**src/rtl/cache_line_fill.sv**
```systemverilog
// Line refill engine: fetches one cache line word by word from memory over a
// req/ack handshake, writes each word into the data array, then the tag entry.
module cache_line_fill #(
  parameter int ADDR_W         = 32,
  parameter int DATA_W         = 32,
  parameter int WORDS_PER_LINE = 8,
  parameter int INDEX_W        = 4
) (
  input  logic                                            CLK,
  input  logic                                            RST_N,
  input  logic                                            fill_start,
  input  logic [ADDR_W-1:0]                               miss_addr,
  output logic                                            busy,
  output logic                                            fill_done,
  output logic                                            mem_req,
  output logic [ADDR_W-1:0]                               mem_addr,
  input  logic                                            mem_ack,
  input  logic [DATA_W-1:0]                               mem_rdata,
  output logic                                            cache_we,
  output logic [INDEX_W-1:0]                              cache_index,
  output logic [$clog2(WORDS_PER_LINE)-1:0]               cache_word,
  output logic [DATA_W-1:0]                               cache_wdata,
  output logic                                            tag_we,
  output logic [ADDR_W-INDEX_W-$clog2(WORDS_PER_LINE)-3:0] tag_wdata
);

  localparam int CNT_W = $clog2(WORDS_PER_LINE);
  localparam int OFF   = CNT_W + 2;
  localparam logic [CNT_W-1:0]  LAST     = {CNT_W{1'b1}};
  localparam logic [ADDR_W-1:0] OFF_MASK = {{(ADDR_W-OFF){1'b1}}, {OFF{1'b0}}};

  typedef enum logic [1:0] {IDLE, REQ, WRITE, DONE} state_t;

  state_t             state, state_nx;
  logic [CNT_W-1:0]   cnt;
  logic [ADDR_W-1:0]  line_base;
  logic [DATA_W-1:0]  rdata_p0;
  logic [ADDR_W-1:0]  word_addr;

  assign word_addr = line_base + {{(ADDR_W-OFF){1'b0}}, cnt, 2'b00};

  always_ff @(posedge CLK or negedge RST_N) begin
    if (!RST_N) state <= IDLE;
    else        state <= state_nx;
  end

  always_comb begin
    state_nx = state;
    case (state)
      IDLE:    if (fill_start) state_nx = REQ;
      REQ:     if (mem_ack)    state_nx = WRITE;
      WRITE:   state_nx = (cnt == LAST) ? DONE : REQ;
      DONE:    state_nx = IDLE;
      default: state_nx = IDLE;
    endcase
  end

  // Word counter saturates at the last word so the line never wraps.
  always_ff @(posedge CLK or negedge RST_N) begin
    if (!RST_N) begin
      cnt <= '0;
    end else if (state == IDLE && fill_start) begin
      cnt <= '0;
    end else if (state == WRITE && cnt != LAST) begin
      cnt <= cnt + 1'b1;
    end
  end

  // Datapath registers carry no reset; outputs are gated by state instead.
  always_ff @(posedge CLK) begin
    if (state == IDLE && fill_start) line_base <= miss_addr & OFF_MASK;
    if (state == REQ && mem_ack)     rdata_p0  <= mem_rdata;
  end

  always_comb begin
    busy        = (state != IDLE);
    mem_req     = 1'b0;
    mem_addr    = '0;
    cache_we    = 1'b0;
    cache_index = '0;
    cache_word  = '0;
    cache_wdata = '0;
    tag_we      = 1'b0;
    tag_wdata   = '0;
    fill_done   = 1'b0;
    case (state)
      REQ: begin
        mem_req  = 1'b1;
        mem_addr = word_addr;
      end
      WRITE: begin
        cache_we    = 1'b1;
        cache_index = line_base[OFF +: INDEX_W];
        cache_word  = cnt;
        cache_wdata = rdata_p0;
      end
      DONE: begin
        tag_we      = 1'b1;
        fill_done   = 1'b1;
        cache_index = line_base[OFF +: INDEX_W];
        tag_wdata   = line_base[ADDR_W-1:OFF+INDEX_W];
      end
      default: ;
    endcase
  end

endmodule

```
**config.mk**
```make
export PLATFORM = sky130hd
export DESIGN_NAME = cache_line_fill
export DESIGN_NICKNAME = d
export VERILOG_FILES = /design/src/rtl/cache_line_fill.sv
export SDC_FILE = /design/constraint.sdc
export NUM_CORES = 1
export LEC_CHECK = 0
export CAP_MARGIN = 10
export CELL_PAD_IN_SITES_DETAIL_PLACEMENT = 1
export CELL_PAD_IN_SITES_GLOBAL_PLACEMENT = 2
export CORE_UTILIZATION = 24
export DETAILED_ROUTE_END_ITERATION = 8
export PLACE_DENSITY_LB_ADDON = 0.1
export SKIP_LAST_GASP = 1
export SLEW_MARGIN = 20
export SYNTH_ARGS = -nofsm -noshare
export SYNTH_HDL_FRONTEND = slang
export SYNTH_SLANG_ARGS = --single-unit
```
**constraint.sdc**
```tcl
create_clock -name CLK -period 6.3 [get_ports CLK]
set_clock_uncertainty 0.15 [all_clocks]
set_input_delay 1.26 -clock CLK [delete_from_list [all_inputs] [get_ports CLK]]
set_output_delay 1.26 -clock CLK [all_outputs]
set_load 0.05 [all_outputs]
```
==> summary.txt <==
Vias/cell: 4.24
Reg clk slew, reported paths: 0.05 ns
Number of fill cells in the layout: 1188
Crit Path Class: reg -> out
FF-to-FF Start: state[0]$_DFFE_PN0P_
Initial antenna violation count: 0
Worst path max stage delay: 1.01 ns
Compound-Gate Fraction of Synth Area: 2.12%
Met2 usage: 22.6%
I/O pins: 167
Cells along the critical path: nor2b_2 > buf_4 > and2_1 > clkdlybuf4s50_1
Pins Over Slew Limit: 0
DR DRC count: 0
Postcts setup bufs: 0
Multi-input logic area: 754 sq um
Most common flop cell mapped by yosys: edfxtp_1
Clock buffer depth: 2
Synthesized area per cell: 14.1 sq um
Nets: 423
FMAX: 0.225 GHz
Die ar.: 0.0120 sq mm
CORE AREA: 0.0110 sq mm
Synth unique cells: 23
H-tree Lvls: 3
Final Cycle Share: 70.6%
HP Start: cnt[1]$_DFFE_PN0P_
Critical path arrival: 3.04 ns
R2R depth: 4
Total CTS buffers: 9
Clk root buf: clkbuf_16
Total Routing Usage GR: 13.5%
Hold path depth: 1
Worst EP required: 4.89 ns
Number of synthesized flops with an enable pin: 59
Simple-gate share of the synthesized area: 23.7%
Total grt overflow: 0
1st-iter DRT viols: 60
Leakage: 1.81 nW
Post-Synth XOR/XNOR Area: 0%
Final setup violation count: 0
Least-Margin Pin Slew: 1.02 ns
Hold buffer count at CTS: 0
Chip height: 109 um
Clock tree sinks: 64
Mapped cell area: 0.00277 sq mm
Setup crit start kind: register
Maximum VDD drop: 0.151 mV
Minimum clock period: 4.45 ns
Synth Area in Adders: 0.903%
Initial Util: 25.1%
Pwr dens: 448 mW/mm^2
First-pass iteration count of the detailed router: 4
Synthesis-stage register bit count: 64
CP max stage cell: dfrtp_1
Flop2flop setup slack: 3.67 ns
Placer Congestion: 0.671
RSZ-0062 raised after global routing: no
Register area: 0.00190 sq mm
Largest net degree at the start of global routing: 39
Vias in the first global route: 2198
Cell area after layout: 0.00475 sq mm
# rows: 38
Status: finished, final reports clean
Seq/Total Area, Yosys: 68.4%
Share of layout cells above drive strength 1: 5.31%
Layout overhead on the synthesized area: 71.4%
Port bufs: 159
Hold WS: 0.429 ns
Met1 Track Usage GR: 14.1%
Worst-Skew Late Latency: 0.32 ns
Post-Synthesis Cells: 196
Worst Hold Path EP: cnt[1]$_DFFE_PN0P_
N_diodes: 0
Critical Path Sink Type: output port
Slew HR: 32.0%
Final Hold Fails: 0
Max-cap viol count: 0
Worst hold path type: reg -> reg
Detailed Place HPWL: 5.68 mm
Ys Warns: 0
Grt peak-use layer: met2
Ys async rst share: 7.81%
Wirelength per Cell: 15.8 um
First-pass GRT wire length: 11.9 mm
Reg2reg end: rdata_p0[11]$_DFFE_PP_
Setup tns final: 0 ns
CP Max Fanout: 38
Main combinational cell family by area after synthesis: simple AND/OR/NAND/NOR gates
Post-DRT Antenna Nets: 0
Post-CTS sizing: 0
Post-Route WL: 7.85 mm
Die W: 109 um
DP Area: 0.00445 sq mm
Via count: 2112
TritonCTS clock tree: done
Multiplexer area fraction after synthesis: 0%
GR Util met3: 6.99%
## state kept, by name, summed over array words and instances, names as in the netlist
signal,flops
rdata_p0,32
cnt,3
line_base,27
state,2
## where the power goes
part           switching, mW  internal (mW)  leakage [nW]
registers             0.0713          0.567         0.615
logic                  0.649          0.327          1.05
clock network          0.169          0.344         0.148
total                  0.889           1.24          1.81
## cells in the mapped netlist (2+ instances only)
| library cell | number | area [sq um] |
|---|---|---|
| dfrtp_1 | 5 | 125 |
| ha_1 | 2 | 25.0 |
| buf_4 | 4 | 30.0 |
| edfxtp_1 | 59 | 1770 |
| clkbuf_1 | 3 | 11.3 |
| buf_6 | 5 | 56.3 |
| and2_1 | 71 | 444 |
| clkbuf_2 | 4 | 20.0 |
| and3_1 | 26 | 163 |
| a211o_1 | 3 | 26.3 |
| nor4bb_1 | 2 | 20.0 |
## cell usage in the layout (no fill, tap or decap)
cell and n:
a211o_1 3, clkbuf_1 3, buf_4 3, and3_1 26, bufinv_16 2, clkinv_1 1
ha_1 2, nor2b_2 1, nor4b_1 1, nor4bb_1 2, clkinv_2 1, dfrtp_1 5
inv_2 1, clkbuf_16 9, conb_1 2, inv_1 1, or2_1 1, a22o_1 1
nand2b_1 1, edfxtp_1 59, o21bai_4 1, clkdlybuf4s50_1 159, nor2_2 1, and2_1 71
o21ai_0 1
## stage by stage
stage | cells | utilization, % | power (mW) | worst slack (ns)
after floorplan | 197 | - | 1.31 | 3.30
after global placement | 482 | 40.3 | 1.63 | 2.12
after detailed placement | 482 | 40.3 | 1.64 | 2.08
after CTS | 498 | 43.1 | 2.17 | 1.72
after global routing | 498 | 43.1 | 2.23 | 1.61
final | 498 | 43.1 | 2.13 | 1.85
## final cells by class
cell class | count | share of cell area (%)
inverters | 2 | 0.158
repair buffers | 162 | 34.0
clock inverters | 4 | 1.45
flip-flops and latches | 64 | 39.9
well taps | 140 | 3.69
clock buffers | 12 | 4.97
multi-input cells | 114 | 15.9
## critical path, delay by kind of cell, from the launching register on
kind | cells | cell delay (ns)
buffers and inverters | 2 | 1.15
AND/OR/NAND/NOR | 2 | 0.54
flip-flops | 1 | 1.01
## cells by family (layout without fill, tap and decap cells)
| logic type | after synthesis | after routing |
|---|---|---|
| AND/OR/NAND/NOR | 104 | 104 |
| flip-flops | 64 | 64 |
| buffers and inverters | 19 | 180 |
| AO/OA/AOI/OAI | 6 | 6 |
| adder cells (fa/ha/maj) | 2 | 2 |
| other | 1 | 2 |
## worst max-delay path by stage
| stage | startpoint | end | slack [ns] | depth (start not counted) |
|---|---|---|---|---|
| finish | state[1]$_DFFE_PN0P_ | cache_wdata[11] | 1.85 | 4 |
| global route | state[1]$_DFFE_PN0P_ | cache_wdata[11] | 1.61 | 4 |
| CTS | state[1]$_DFFE_PN0P_ | cache_wdata[11] | 1.72 | 4 |
| detailed placement | state[1]$_DFFE_PN0P_ | cache_wdata[28] | 2.08 | 4 |
| global placement | state[1]$_DFFE_PN0P_ | cache_wdata[11] | 2.12 | 4 |
| floorplan | fill_start | line_base[10]$_DFFE_PP_ | 3.30 | 2 |
## metal layers
metal	wire length [um]	vias to the layer above
li1	-	991
met1	3140	998
met2	3640	115
met3	963	8
met4	115	0
met5	0	-
(Power assumes the default switching activity.)
